File: src/rtl/src_scheduler_pkg.sv
// src_scheduler_pkg: shared defaults and FSM state encoding for the source scheduler
package src_scheduler_pkg;

    localparam int SCHED_N_SRC   = 4;
    localparam int SCHED_TIMEOUT = 1023;

    typedef enum logic [1:0] {
        SCHED_IDLE = 2'd0,
        SCHED_BUSY = 2'd1,
        SCHED_GAP  = 2'd2
    } sched_state_e;

endpackage

File: src/rtl/src_scheduler_rr_pick.sv
// src_scheduler_rr_pick: first set request at or after ptr, wrapping from N-1 to 0
module src_scheduler_rr_pick #(
    parameter  int N  = 4,
    localparam int IW = (N > 1) ? $clog2(N) : 1
) (
    input  logic [N-1:0]  req,
    input  logic [IW-1:0] ptr,
    output logic [IW-1:0] idx,
    output logic          found
);

    // Scan from the farthest offset down so the nearest hit to ptr is written last
    always_comb begin
        idx = '0;
        for (int i = N - 1; i >= 0; i--) begin
            if (req[IW'((int'(ptr) + i) % N)]) idx = IW'((int'(ptr) + i) % N);
        end
        found = |req;
    end

endmodule

File: src/rtl/src_scheduler.sv
// src_scheduler: weighted round-robin grant of message sources to the packet encoder
// Optional feature: define SCHED_URGENT_EN to let urgent sources pre-empt the round-robin order.
module src_scheduler
    import src_scheduler_pkg::*;
#(
    parameter  int N_SRC   = SCHED_N_SRC,
    parameter  int W_WGT   = 4,
    parameter  int TIMEOUT = SCHED_TIMEOUT,
    localparam int SW      = $clog2(N_SRC)
) (
    input  logic                   clk,
    input  logic                   n_rst,
    input  logic [N_SRC-1:0]       have_msg_bus,
    input  logic [8*N_SRC-1:0]     len_bus,
    input  logic [N_SRC-1:0]       en_mask,
    input  logic [W_WGT*N_SRC-1:0] weight_bus,
    input  logic [N_SRC-1:0]       urgent_bus,
    input  logic                   pkt_done,
    output logic                   gnt_valid,
    output logic [SW-1:0]          gnt_src,
    output logic [7:0]             gnt_len,
    output logic                   timeout_pulse,
    output logic [SW-1:0]          err_src
);

    localparam int CW = $clog2(TIMEOUT + 1);

    sched_state_e     state_q, state_d;
    logic [SW-1:0]    src_q, src_d;
    logic [7:0]       len_q, len_d;
    logic             tp_q, tp_d;
    logic [SW-1:0]    err_q, err_d;
    logic [SW-1:0]    ptr_q, ptr_d;
    logic [W_WGT-1:0] credit_q, credit_d;
    logic [SW-1:0]    last_q, last_d;
    logic [CW-1:0]    cnt_q, cnt_d;

    logic [N_SRC-1:0] elig;
    logic [SW-1:0]    rr_idx, win;
    logic             any_elig, use_urg, expire;
    logic [W_WGT-1:0] wgt_arr [N_SRC];
    logic [7:0]       len_arr [N_SRC];
    logic [W_WGT-1:0] wgt_m1, new_credit;

    function automatic logic [SW-1:0] wrap_inc(input logic [SW-1:0] x);
        return (x == SW'(N_SRC - 1)) ? '0 : x + SW'(1);
    endfunction

    for (genvar i = 0; i < N_SRC; i++) begin : g_unpack
        assign wgt_arr[i] = weight_bus[i*W_WGT +: W_WGT];
        assign len_arr[i] = len_bus[i*8 +: 8];
    end

    assign elig = have_msg_bus & en_mask;

    src_scheduler_rr_pick #(.N(N_SRC)) u_rr (
        .req   (elig),
        .ptr   (ptr_q),
        .idx   (rr_idx),
        .found (any_elig)
    );

`ifdef SCHED_URGENT_EN
    logic [N_SRC-1:0] urg_req;
    logic [SW-1:0]    urg_idx, zero_ptr;
    logic             urg_found;

    assign urg_req  = urgent_bus & elig;
    assign zero_ptr = '0;

    src_scheduler_rr_pick #(.N(N_SRC)) u_urg (
        .req   (urg_req),
        .ptr   (zero_ptr),
        .idx   (urg_idx),
        .found (urg_found)
    );

    assign use_urg = urg_found;
    assign win     = urg_found ? urg_idx : rr_idx;
`else
    logic unused_urgent;

    assign unused_urgent = ^urgent_bus;
    assign use_urg       = 1'b0;
    assign win           = rr_idx;
`endif

    assign expire     = (cnt_q == CW'(TIMEOUT - 1));
    assign wgt_m1     = (wgt_arr[rr_idx] == '0) ? '0 : wgt_arr[rr_idx] - W_WGT'(1);
    assign new_credit = ((rr_idx != last_q) || (credit_q == '0)) ? wgt_m1 : credit_q - W_WGT'(1);

    // State and datapath registers, cleared asynchronously so a reset drops any grant silently
    always_ff @(posedge clk or negedge n_rst) begin
        if (!n_rst) begin
            state_q  <= SCHED_IDLE;
            src_q    <= '0;
            len_q    <= '0;
            tp_q     <= 1'b0;
            err_q    <= '0;
            ptr_q    <= '0;
            credit_q <= '0;
            last_q   <= '0;
            cnt_q    <= '0;
        end else begin
            state_q  <= state_d;
            src_q    <= src_d;
            len_q    <= len_d;
            tp_q     <= tp_d;
            err_q    <= err_d;
            ptr_q    <= ptr_d;
            credit_q <= credit_d;
            last_q   <= last_d;
            cnt_q    <= cnt_d;
        end
    end

    // Next state: grant from IDLE, leave BUSY on done or expiry, GAP lasts one cycle
    always_comb begin
        state_d = (state_q == SCHED_IDLE) ? (any_elig ? SCHED_BUSY : SCHED_IDLE)
                : (state_q == SCHED_BUSY) ? ((pkt_done || expire) ? SCHED_GAP : SCHED_BUSY)
                : SCHED_IDLE;
    end

    // Grant capture, weighted credit bookkeeping and the BUSY watchdog; done beats expiry
    always_comb begin
        src_d    = src_q;
        len_d    = len_q;
        err_d    = err_q;
        ptr_d    = ptr_q;
        credit_d = credit_q;
        last_d   = last_q;
        cnt_d    = '0;
        tp_d     = 1'b0;
        if (state_q == SCHED_IDLE && any_elig) begin
            src_d = win;
            len_d = len_arr[win];
            if (!use_urg) begin
                credit_d = new_credit;
                last_d   = rr_idx;
                ptr_d    = (new_credit != '0) ? rr_idx : wrap_inc(rr_idx);
            end
        end else if (state_q == SCHED_BUSY && !pkt_done) begin
            cnt_d = cnt_q + CW'(1);
            if (expire) begin
                cnt_d    = '0;
                tp_d     = 1'b1;
                err_d    = src_q;
                credit_d = '0;
                ptr_d    = wrap_inc(src_q);
            end
        end
    end

    // Outputs come straight from registered state
    always_comb begin
        gnt_valid     = (state_q == SCHED_BUSY);
        gnt_src       = src_q;
        gnt_len       = len_q;
        timeout_pulse = tp_q;
        err_src       = err_q;
    end

endmodule

File: config.mk
export PLATFORM = sky130hd
export DESIGN_NAME = src_scheduler
export DESIGN_NICKNAME = d
export VERILOG_FILES = /design/src/rtl/src_scheduler_pkg.sv /design/src/rtl/src_scheduler_rr_pick.sv /design/src/rtl/src_scheduler.sv
export SDC_FILE = /design/constraint.sdc
export NUM_CORES = 1
export LEC_CHECK = 0
export ABC_AREA = 1
export BUFFER_PORTS_ARGS = -buffer_cell sky130_fd_sc_hd__buf_2
export CAP_MARGIN = 20
export CORE_AREA = 2 2 68 70
export CTS_BUF_LIST = sky130_fd_sc_hd__clkbuf_4 sky130_fd_sc_hd__clkbuf_8
export DETAILED_ROUTE_END_ITERATION = 7
export DIE_AREA = 0 0 70 72
export PLACE_DENSITY = 0.85
export SLEW_MARGIN = 10
export SYNTH_ARGS = -nofsm -noshare
export SYNTH_HDL_FRONTEND = slang
export SYNTH_SLANG_ARGS = --single-unit
File: constraint.sdc
create_clock -name clk -period 7.5 [get_ports clk]
set_clock_uncertainty 0.2 [all_clocks]
set_input_delay 1.125 -clock clk [delete_from_list [all_inputs] [get_ports clk]]
set_output_delay 1.125 -clock clk [all_outputs]
set_load 0.01 [all_outputs]
==> run summary, run 1 <==
global placer's final weighted congestion: 0.859
Worst Path Arrival: 3.61 ns
CTS clock-pin slew for the worst setup and hold paths: 0.06 ns
CP max-delay cell: sky130_fd_sc_hd__nand2_4
portion of the post-synthesis area used by sequential elements: 32.3%
Achievable Freq: 0.275 GHz
sum of negative setup slack: 0 ns
worst reg2reg path depth: 20
Antenna Cells: 0
Final min period: 3.63 ns
CP cell instances: buf_2 > nand2_1 > nand2_1 > nand3_1 > o21ai_2 > nand2_4 > nand3_4 > nand2_4 > inv_2 > nand2_1 > nand2_1 > nor2_4 > inv_2 > or2_1 > nand2_2 > nor2_2 > nand3_1 > nand3_1 > nand3_1 > nand2_1
vias post-DR: 2449
internal cell power: 664 uW
fraction of synthesis flops using an asynchronous set or reset pin: 100%
worst stage delay on the critical path: 0.33 ns
total CTS buffers: 5
ratio of total power to cell area: 517 nW/um2
standby leakage power: 1.47 nW
gr usage total: 23.4%
full die area: 5040 um2
total wire length after detailed routing: 5490 um
number of top-level pins: 77
ratio of routed vias to standard cells: 5.23
start point of the worst min-delay path: cnt_q[0]
TritonCTS clock tree: done
vertical die dimension: 72 um
most frequent cell on the critical path: sky130_fd_sc_hd__nand2_1
yosys synthesis warning count: 0
switching portion of total power: 54.6%
number of nets in the synthesized netlist: 416
fraction of power consumed by the clock network: 9.0%
WL/cell: 11.7 um
total of cells resized after clock tree synthesis: 0
launching instance or port of the critical path: have_msg_bus[1]
worst hold-check path type: flip-flop to flip-flop
vias in the first global route: 2379
Worst Hold Endpoint: cnt_q[0]
most used flip-flop cell after synthesis: sky130_fd_sc_hd__dfrtp_1
die width: 70 um
Clock Tree Root: sky130_fd_sc_hd__clkbuf_8
Detail Route Antenna Nets: 0
largest fanout on the critical path: 33
Slew HR: 38.2%
worst reg2reg startpoint: ptr_q[0]
total setup violations reported at the end of the flow: 0
half-perimeter wire length after placement: 4150 um
part of the power in combinational logic: 73.2%
DRC Markers: 0
max_cap viols: 0
crit end category: flip-flop
buffers inserted by post-CTS timing repair: 0
wire length of the first global-routing pass: 9630 um
Layout area overhead: 17.9%
max-slew violation count: 0
Initial Utilization: 56.2%
number of nets in the layout: 482
Core Region: 4260 um2
required time at the worst-slack endpoint: 7.48 ns
length of the first detailed-routing pass in iterations: 4
Worst Slack Setup Final: 3.87 ns
number of antenna violations at the first check in global routing: 0
placed insts: 460
number of DRC markers in iteration 0: 151
register-to-register setup slack: 4.29 ns
startpoint-to-endpoint class of the critical path: input port to flip-flop
clock sink total: 31
EDFF count, synth: 0
Max Root-Sink Buffers: 2
synthesis-stage register bit count: 31
power share of the sequential group: 17.8%
maximum number of pins on one net before global-route repair: 34
number of H-tree levels: 2
unrepaired setup endpoints after global routing: no
Worst Hold Depth: 1
Rows: 24
status: completed
Worst Max-Slew Pin Slew: 0.920 ns
end of the worst register-to-register path: ptr_q[1]
startpoint type of the worst setup path: input port
number of buffer cells added on primary ports: 72
mean post-synth cell area: 6.87 um2
Peak supply drop: 251 uV
area of the mapped netlist: 2400 um2
Post-Place Setup Slack: 3.60 ns
Final Hold Fails: 0
number of fill cells: 406
ratio of final minimum period to clock period: 48.4%
clock latency reported for the late side of the worst-skew pair: 0.29 ns
power spent charging and discharging nets: 798 uW
number of hold buffers added after CTS: 0
overall overflow remaining after global route: 0
Syn Inst Count: 349
fraction of final layout cells sized beyond drive strength 1: 26.9%
number of distinct standard cells referenced by the synthesized netlist: 39
Cell Count, Final, Fillers Out: 468
[kinds of logic after synthesis]
kind of cell	count (synthesis)	share of synthesized area, %
and+or+nand+nor	192	38.1
AOI/OAI and AO/OA	59	15.0
buffers and inverters	58	10.7
DFF	31	32.3
xor gates and xnor gates	5	1.83
adders and majority gates	4	2.09
[how the worst max path moves through the flow]
stage                           to  slack (ns)  cells after the start
final                     ptr_q[1]        3.87                     20
after global routing      ptr_q[1]        3.58                     20
after CTS                 ptr_q[1]        3.89                     20
after detailed placement  ptr_q[1]        3.60                     22
after global placement    ptr_q[1]        3.64                     21
after floorplan           ptr_q[1]        4.42                     20
[layer usage]
| metal | GRT usage [%] | part of all wire [%] | vias up |
|---|---|---|---|
| met5 | 0 | 0 | - |
| met4 | 8.33 | 1.7 | 0 |
| met3 | 6.11 | 5.4 | 8 |
| met2 | 41.4 | 48 | 66 |
| met1 | 27.7 | 44 | 1104 |
| li1 | - | - | 1271 |
[through the flow]
stage	utilization, %	cell area, um2	total power, mW	hold WS, ns
global placement	64.2	2740	1.30	0.255
finish	66.3	2830	1.46	0.268
global route	66.3	2830	1.64	0.284
detailed placement	64.2	2740	1.33	0.254
CTS	66.3	2830	1.46	0.263
floorplan	-	2400	1.17	0.232
[state kept, by name, summed over array words and instances, names as in the netlist]
name / cells
gnt_len: 8
timeout_pulse: 1
credit_q: 4
ptr_q: 2
last_q: 2
cnt_q: 10
err_src: 2
state_q: 2
[power groups by stage]
stage | clock [mW] | sequential, mW | combinational, mW
after floorplan | 0 | 0.264 | 0.908
after global placement | 0 | 0.260 | 1.04
after detailed placement | 0 | 0.261 | 1.07
after CTS | 0.135 | 0.259 | 1.07
after global routing | 0.142 | 0.267 | 1.23
final | 0.132 | 0.259 | 1.07
[cell type report]
| cell class | instances | area, um2 | share of cell area [%] |
|---|---|---|---|
| Multi-Input combinational cell | 260 | 1370 | 48.3 |
| Sequential cell | 31 | 776 | 27.4 |
| Timing Repair Buffer | 72 | 360 | 12.7 |
| Inverter | 45 | 171 | 6.06 |
| Clock buffer | 7 | 83.8 | 2.96 |
| Tap cell | 52 | 65.1 | 2.30 |
| Clock inverter | 1 | 5.00 | 0.177 |
[worst max-delay path, delay by kind of cell]
family / cells / cell delay, ns
compound gates: 1 / 0.08
buf+inv: 3 / 0.43
simple gates: 16 / 1.95
[cells in the final DEF, fill, tap and decap left out]
master                     count
sky130_fd_sc_hd__nand3b_1      1
sky130_fd_sc_hd__a31oi_1       8
sky130_fd_sc_hd__nor3_1        4
sky130_fd_sc_hd__nand4_1       5
sky130_fd_sc_hd__inv_4         1
sky130_fd_sc_hd__xnor2_1       2
sky130_fd_sc_hd__nand2_1      63
sky130_fd_sc_hd__o22ai_1       3
sky130_fd_sc_hd__or2_2         1
sky130_fd_sc_hd__nor2_4        3
sky130_fd_sc_hd__o21ai_1       2
sky130_fd_sc_hd__a21oi_2       2
sky130_fd_sc_hd__o21ai_2       1
sky130_fd_sc_hd__nor3b_1       2
sky130_fd_sc_hd__o21bai_2      1
sky130_fd_sc_hd__nor2_2        2
sky130_fd_sc_hd__o31ai_1       2
sky130_fd_sc_hd__inv_2         5
sky130_fd_sc_hd__or2_1         1
sky130_fd_sc_hd__clkbuf_8      5
sky130_fd_sc_hd__o21bai_1      9
sky130_fd_sc_hd__nand3_4       1
sky130_fd_sc_hd__a21oi_1       5
sky130_fd_sc_hd__buf_2        72
sky130_fd_sc_hd__nor2_1       47
sky130_fd_sc_hd__dfrtp_1      31
sky130_fd_sc_hd__clkbuf_4      2
sky130_fd_sc_hd__nand2_2      11
sky130_fd_sc_hd__nand3_2       1
sky130_fd_sc_hd__nand2_4       3
sky130_fd_sc_hd__o21ai_0      24
sky130_fd_sc_hd__nor4_1        2
sky130_fd_sc_hd__o211ai_1      2
sky130_fd_sc_hd__xor2_1        3
sky130_fd_sc_hd__ha_1          4
sky130_fd_sc_hd__nand3_1      45
sky130_fd_sc_hd__inv_1        39
sky130_fd_sc_hd__clkinv_2      1
[synth_stat cells, types with 3 or more instances]
| library cell | number | area share, % |
|---|---|---|
| sky130_fd_sc_hd__nor2_4 | 3 | 1.4 |
| sky130_fd_sc_hd__buf_2 | 5 | 1.0 |
| sky130_fd_sc_hd__dfrtp_1 | 31 | 32 |
| sky130_fd_sc_hd__o22ai_1 | 3 | 0.78 |
| sky130_fd_sc_hd__nand2_2 | 11 | 2.9 |
| sky130_fd_sc_hd__inv_1 | 39 | 6.1 |
| sky130_fd_sc_hd__inv_2 | 5 | 0.78 |
| sky130_fd_sc_hd__nor2_1 | 47 | 7.4 |
| sky130_fd_sc_hd__nand3_1 | 45 | 9.4 |
| sky130_fd_sc_hd__nand2_4 | 3 | 1.4 |
| sky130_fd_sc_hd__nor3_1 | 4 | 0.83 |
| sky130_fd_sc_hd__a31oi_1 | 8 | 2.1 |
| sky130_fd_sc_hd__clkbuf_1 | 4 | 0.63 |
| sky130_fd_sc_hd__nand4_1 | 5 | 1.3 |
| sky130_fd_sc_hd__o21bai_1 | 9 | 2.8 |
| sky130_fd_sc_hd__ha_1 | 4 | 2.1 |
| sky130_fd_sc_hd__a21oi_1 | 5 | 1.0 |
| sky130_fd_sc_hd__o21ai_0 | 24 | 5.0 |
| sky130_fd_sc_hd__xor2_1 | 3 | 1.1 |
| sky130_fd_sc_hd__nand2_1 | 63 | 9.9 |
No activity file was read; power rests on OpenSTA's default activity.
==> inputs of run 2 (changes only) <==
--- a/config.mk
+++ b/config.mk
@@ -8,11 +8,11 @@
 export ABC_AREA = 1
 export BUFFER_PORTS_ARGS = -buffer_cell sky130_fd_sc_hd__buf_2
 export CAP_MARGIN = 20
-export CORE_AREA = 2 2 68 70
+export CORE_AREA = 2 2 71 73
 export CTS_BUF_LIST = sky130_fd_sc_hd__clkbuf_4 sky130_fd_sc_hd__clkbuf_8
 export DETAILED_ROUTE_END_ITERATION = 7
-export DIE_AREA = 0 0 70 72
-export PLACE_DENSITY = 0.85
+export DIE_AREA = 0 0 73 75
+export PLACE_DENSITY = 0.78
 export SLEW_MARGIN = 10
 export SYNTH_ARGS = -nofsm -noshare
 export SYNTH_HDL_FRONTEND = slang
==> constraint.sdc (replaced) <==
create_clock -name clk -period 3.8 [get_ports clk]
set_clock_uncertainty 0.2 [all_clocks]
set_input_delay 0.57 -clock clk [delete_from_list [all_inputs] [get_ports clk]]
set_output_delay 0.57 -clock clk [all_outputs]
set_load 0.01 [all_outputs]
==> run summary, run 2 (synthesis gave the netlist of run 1 again) <==
Final Hold Fails: 0 (unchanged)
unrepaired setup endpoints after global routing: no
Max Root-Sink Buffers: 2 (unchanged)
most frequent cell on the critical path: sky130_fd_sc_hd__nand2_1
most common cell after layout, fill and taps aside: sky130_fd_sc_hd__buf_2
clock sink total: 31 (unchanged)
startpoint-to-endpoint class of the critical path: flip-flop to flip-flop
half-perimeter wire length after placement: 3980 um (-3.9%)
largest fanout on the critical path: 20 (-39%)
worst reg2reg path depth: 20 (unchanged)
Worst Max-Slew Pin Slew: 0.865 ns (-0.0550 ns)
ratio of final minimum period to clock period: 80.4%
Rows: 25 (+4.2%)
crit end category: flip-flop
placed inst area: 2760 um2 (+0.64%)
total setup violations reported at the end of the flow: 0 (unchanged)
vias in the first global route: 2231 (-6.2%)
top library cells by usage in the layout, fill and taps aside: sky130_fd_sc_hd__buf_2, sky130_fd_sc_hd__nand2_1, sky130_fd_sc_hd__nor2_1
Achievable Freq: 0.327 GHz
number of H-tree levels: 2 (unchanged)
startpoint type of the worst setup path: flip-flop
global placer's final weighted congestion: 0.873 (+1.6%)
largest reg by FF count: cnt_q
WL/cell: 11.2 um (-4.3%)
die width: 73 um (+4.3%)
total of cells resized after clock tree synthesis: 0 (unchanged)
Final min period: 3.06 ns
register-to-register setup slack: 0.74 ns (-3.55 ns)
overall overflow remaining after global route: 0 (unchanged)
internal cell power: 1.34 mW (+100%)
fraction of power consumed by the clock network: 9.0% (about the same)
wire length of the first global-routing pass: 9200 um (-4.4%)
Layout area overhead: 18.6%
power spent charging and discharging nets: 1.57 mW (+97%)
Peak supply drop: 461 uV (+84%)
vias post-DR: 2400 (-2.0%)
CTS clock-pin slew for the worst setup and hold paths: 0.07 ns (about the same)
number of DRC markers in iteration 0: 59 (-61%)
number of nets in the layout: 484 (+0.41%)
sum of negative setup slack: 0 ns (unchanged)
Detail Route Antenna Nets: 0 (unchanged)
Clock Tree Root: sky130_fd_sc_hd__clkbuf_8
buffers inserted by post-CTS timing repair: 0 (unchanged)
Worst Path Arrival: 3.04 ns (-0.57 ns)
worst stage delay on the critical path: 0.51 ns (+0.18 ns)
CP cell instances: inv_4 > nand2_1 > nand2_2 > o21ai_1 > inv_2 > nand2_2 > nand2_4 > nand2_4 > inv_2 > nand2_1 > nand2_1 > nor2_4 > inv_2 > or2_1 > nand2_2 > nor2_2 > nand3_1 > nand3_1 > nand3_1 > nand2_1
Initial Utilization: 51.5% (-4.8 points)
Worst Path Buf+Inv: 4 (+1)
number of antenna violations at the first check in global routing: 0 (unchanged)
required time at the worst-slack endpoint: 3.78 ns (-3.70 ns)
CP max-delay cell: sky130_fd_sc_hd__dfrtp_1
maximum number of pins on one net before global-route repair: 32 (-5.9%)
vertical die dimension: 75 um (+4.2%)
number of top-level pins: 77 (unchanged)
Antenna Cells: 0 (unchanged)
standby leakage power: 1.48 nW (+0.65%)
power share of the sequential group: 17.5% (-0.3 points)
max-slew violation count: 0 (unchanged)
end of the worst register-to-register path: ptr_q[1]
switching portion of total power: 54.0% (-0.61 points)
number of hold buffers added after CTS: 0 (unchanged)
total power draw: 2.91 mW (+99%)
ratio of routed vias to standard cells: 5.08 (-2.8%)
ratio of total power to cell area: 1020 nW/um2 (+98%)
TritonCTS clock tree: done
flip-flop count of the largest register, all copies and words added: 10 (unchanged)
Crit path max-delay family: simple AND/OR/NAND/NOR gates
worst hold-check path type: input port to asynchronous set/reset pin
full die area: 5480 um2 (+8.6%)
length of the first detailed-routing pass in iterations: 4 (unchanged)
worst reg2reg startpoint: ptr_q[0]
Core Region: 4660 um2 (+9.3%)
number of buffer cells added on primary ports: 72 (unchanged)
final instance area: 2850 um2 (+0.62%)
max_cap viols: 0 (unchanged)
DRC Markers: 0 (unchanged)
Slew HR: 41.9% (+3.7 points)
total wire length after detailed routing: 5300 um (-3.5%)
gr usage total: 21.3% (-2.1 points)
part of the power in combinational logic: 73.5% (+0.3 points)
total CTS buffers: 5 (unchanged)
clock latency reported for the late side of the worst-skew pair: 0.28 ns (about the same)
fraction of final layout cells sized beyond drive strength 1: 27.3% (+0.35 points)
status: completed
## run 2: power by group through the flow
stage / logic (mW) / clock network [mW] / registers (mW)
global route: 2.43 / 0.285 / 0.525
detailed placement: 2.15 / 0 / 0.515
global placement: 2.09 / 0 / 0.513
floorplan: 1.79 / 0 / 0.522
CTS: 2.15 / 0.271 / 0.509
finish: 2.14 / 0.262 / 0.509
## run 2: area by class of cell
class                      instances  area [um2]
fill                             422        1820
multi-input combinational        260        1370
sequential                        31         776
timing repair buffer              74         375
inverter                          45         171
clock buffer                       7        83.8
tap                               54        67.6
clock inverter                     1        5.00
## run 2: how the worst max path moves through the flow
stage,from,to,slack (ns),cells after the start
after detailed placement,have_msg_bus[3],ptr_q[1],0.56,20
final,ptr_q[0],ptr_q[1],0.74,20
after global routing,ptr_q[0],ptr_q[1],0.44,20
after CTS,ptr_q[0],ptr_q[1],0.73,20
after global placement,have_msg_bus[3],ptr_q[1],0.63,22
after floorplan,have_msg_bus[3],ptr_q[1],1.28,20
## run 2: layer usage
metal	wire [um]	track usage, %	part of all wire, %	up-vias
met5	0	0	0	-
met4	40	7.00	0.75	0
met3	337	5.62	6.4	4
met2	2440	35.1	46	67
met1	2480	27.2	47	1047
li1	-	-	-	1282
## run 2: through the flow
stage | utilization [%] | hold slack [ns] | instances | setup slack (ns)
after CTS | 61.0 | 0.138 | 472 | 0.734
after detailed placement | 59.1 | 0.270 | 464 | 0.558
final | 61.0 | 0.121 | 472 | 0.745
after global routing | 61.0 | 0.167 | 472 | 0.442
after floorplan | - | 0.0744 | 349 | 1.28
after global placement | 59.1 | 0.249 | 464 | 0.631
==> inputs of run 3 (changes only) <==
==> constraint.sdc (replaced) <==
create_clock -name clk -period 3 [get_ports clk]
set_clock_uncertainty 0.2 [all_clocks]
set_input_delay 0.45 -clock clk [delete_from_list [all_inputs] [get_ports clk]]
set_output_delay 0.45 -clock clk [all_outputs]
set_load 0.01 [all_outputs]
==> run summary, run 3 (synthesis gave the netlist of run 1 again) <==
max_cap viols: 0 (unchanged)
full die area: 5480 um2 (unchanged)
Initial Utilization: 51.5% (unchanged)
Layout area overhead: 23.9%
Rows: 25 (unchanged)
WL/cell: 11.7 um (+4.5%)
global placer's final weighted congestion: 0.922 (+5.6%)
Final Hold Fails: 0 (unchanged)
total CTS buffers: 5 (unchanged)
number of top-level pins: 77 (unchanged)
overall overflow remaining after global route: 0 (unchanged)
ratio of final minimum period to clock period: 92.7% (+12 points)
Achievable Freq: 0.359 GHz (+9.8%)
Final min period: 2.78 ns (-0.273 ns)
gr usage total: 21.6% (+0.32 points)
number of DRC markers in iteration 0: 108 (+83%)
Antenna Cells: 0 (unchanged)
Post-Place Setup Slack: 0.0647 ns (-0.493 ns)
CP cell instances: clkinv_4 > nand2_1 > nand2_2 > nor2_4 > nor2_4 > nand2_4 > nand2_2 > nand2_8 > nand2_8 > buf_6 > buf_4 > nand2_1 > nand3_1 > nand2_1 > nand3_1 > nand2_1 > o21ai_0 > a21oi_1 > nand3_1 > nand3_1 > nand3_1 > nand2_1
Worst Max-Slew Pin Slew: 0.676 ns (-0.189 ns)
Slew HR: 54.9% (+13 points)
sum of negative setup slack: 0 ns (unchanged)
worst hold-check path type: input port to asynchronous set/reset pin
vias post-DR: 2528 (+5.3%)
status: completed
ratio of total power to cell area: 1360 nW/um2 (+33%)
CP max-delay cell: sky130_fd_sc_hd__dfrtp_2
Max Root-Sink Buffers: 2 (unchanged)
worst reg2reg startpoint: ptr_q[0]
flip-flop count of the largest register, all copies and words added: 10 (unchanged)
crit end category: flip-flop
number of nets in the layout: 497 (+2.7%)
die width: 73 um (unchanged)
Core Region: 4660 um2 (unchanged)
number of buffer cells added on primary ports: 72 (unchanged)
vertical die dimension: 75 um (unchanged)
top library cells by usage in the layout, fill and taps aside: sky130_fd_sc_hd__buf_2, sky130_fd_sc_hd__nand2_1, sky130_fd_sc_hd__nor2_1
worst stage delay on the critical path: 0.45 ns (-0.06 ns)
CTS clock-pin slew for the worst setup and hold paths: 0.06 ns (about the same)
unrepaired setup endpoints after global routing: no
max-slew violation count: 0 (unchanged)
standby leakage power: 1.54 nW (+3.9%)
Worst Path Arrival: 2.80 ns (-0.24 ns)
total setup violations reported at the end of the flow: 0 (unchanged)
post-route worst hold slack: 0.000549 ns (-0.120 ns)
startpoint-to-endpoint class of the critical path: flip-flop to flip-flop
final design utilization: 63.8% (+2.7 points)
fraction of final layout cells sized beyond drive strength 1: 30.2% (+2.9 points)
largest fanout on the critical path: 9 (-55%)
number of fill cells: 424 (+0.47%)
largest reg by FF count: cnt_q
ratio of routed vias to standard cells: 5.21 (+2.5%)
vias in the first global route: 2288 (+2.6%)
maximum number of pins on one net before global-route repair: 32 (unchanged)
launching instance or port of the critical path: ptr_q[0]
DRC Markers: 0 (unchanged)
Clock Tree Root: sky130_fd_sc_hd__clkbuf_8
most common cell after layout, fill and taps aside: sky130_fd_sc_hd__buf_2
half-perimeter wire length after placement: 4180 um (+5.0%)
Detail Route Antenna Nets: 0 (unchanged)
length of the first detailed-routing pass in iterations: 4 (unchanged)
startpoint type of the worst setup path: flip-flop
TritonCTS clock tree: done
total wire length after detailed routing: 5700 um (+7.4%)
required time at the worst-slack endpoint: 3.02 ns (-0.76 ns)
wire length of the first global-routing pass: 9360 um (+1.7%)
number of antenna violations at the first check in global routing: 0 (unchanged)
Peak supply drop: 680 uV (+47%)
number of hold buffers added after CTS: 0 (unchanged)
Worst Slack Setup Final: 0.218 ns (-0.527 ns)
clock latency reported for the late side of the worst-skew pair: 0.28 ns (about the same)
clock sink total: 31 (unchanged)
number of H-tree levels: 2 (unchanged)
-- run 3: cell types whose count changed in the layout (fill, tap and decap cells not counted), sizes merged --
cell / previous run / this run
buf: 74 / 87
clkinv: 1 / 2
inv: 45 / 44
-- run 3: per-layer routing --
| metal | up-vias | part of all wire [%] | GRT usage (%) |
|---|---|---|---|
| li1 | 1302 | - | - |
| met1 | 1140 | 45 | 25.9 |
| met2 | 81 | 48 | 37.8 |
| met3 | 5 | 6.5 | 5.89 |
| met4 | 0 | 1.0 | 6.38 |
| met5 | - | 0 | 0 |
-- run 3: cell type report --
class                           count  area, um2  share of cell area (%)
Multi-Input combinational cell    260       1390                    46.7
Clock inverter                      1       5.00                   0.168
Sequential cell                    31        778                    26.2
Tap cell                           54       67.6                    2.27
Clock buffer                        7       83.8                    2.82
Inverter                           45        174                    5.85
Timing Repair Buffer               87        477                    16.0
-- run 3: path summary, 6_finish.rpt --
check | endpoint | slack [ns] | cells past startpoint
min | credit_q[3] | 0.0005 | 1
min reg2reg | cnt_q[0] | 0.29 | 1
max | ptr_q[1] | 0.22 | 22
max in group asynchronous | ptr_q[0] | 2.13 | 1
max reg2reg | ptr_q[1] | 0.22 | 22
min in group clk | gnt_len[7] | 0.26 | 3
-- run 3: critical path, delay by kind of cell (launching register included) --
family	cells	cell delay, ns
buffers and inverters	3	0.38
AND/OR/NAND/NOR	17	1.43
AO/OA/AOI/OAI	2	0.27
flip-flops	1	0.45
-- run 3: report_power, final --
part / total (mW) / internal [mW] / leakage, nW / switching, mW
clock network: 0.328 / 0.180 / 0.0491 / 0.147
logic: 3.06 / 1.20 / 1.10 / 1.86
registers: 0.654 / 0.553 / 0.390 / 0.101
total: 4.04 / 1.93 / 1.54 / 2.11
-- run 3: per-stage QoR --
step                      area (um2)  std cells  power (mW)
after floorplan                 2400        349        2.93
after global placement          2800        470        3.39
after detailed placement        2800        470        3.47
after CTS                       2890        478        3.82
after global routing            2970        485        4.44
final                           2970        485        4.04
-- run 3: what timing repair did --
item | in CTS | in global routing
setup endpoints to repair | 0 | 2
gates resized for setup | 0 | 8
buffers inserted | 0 | 7
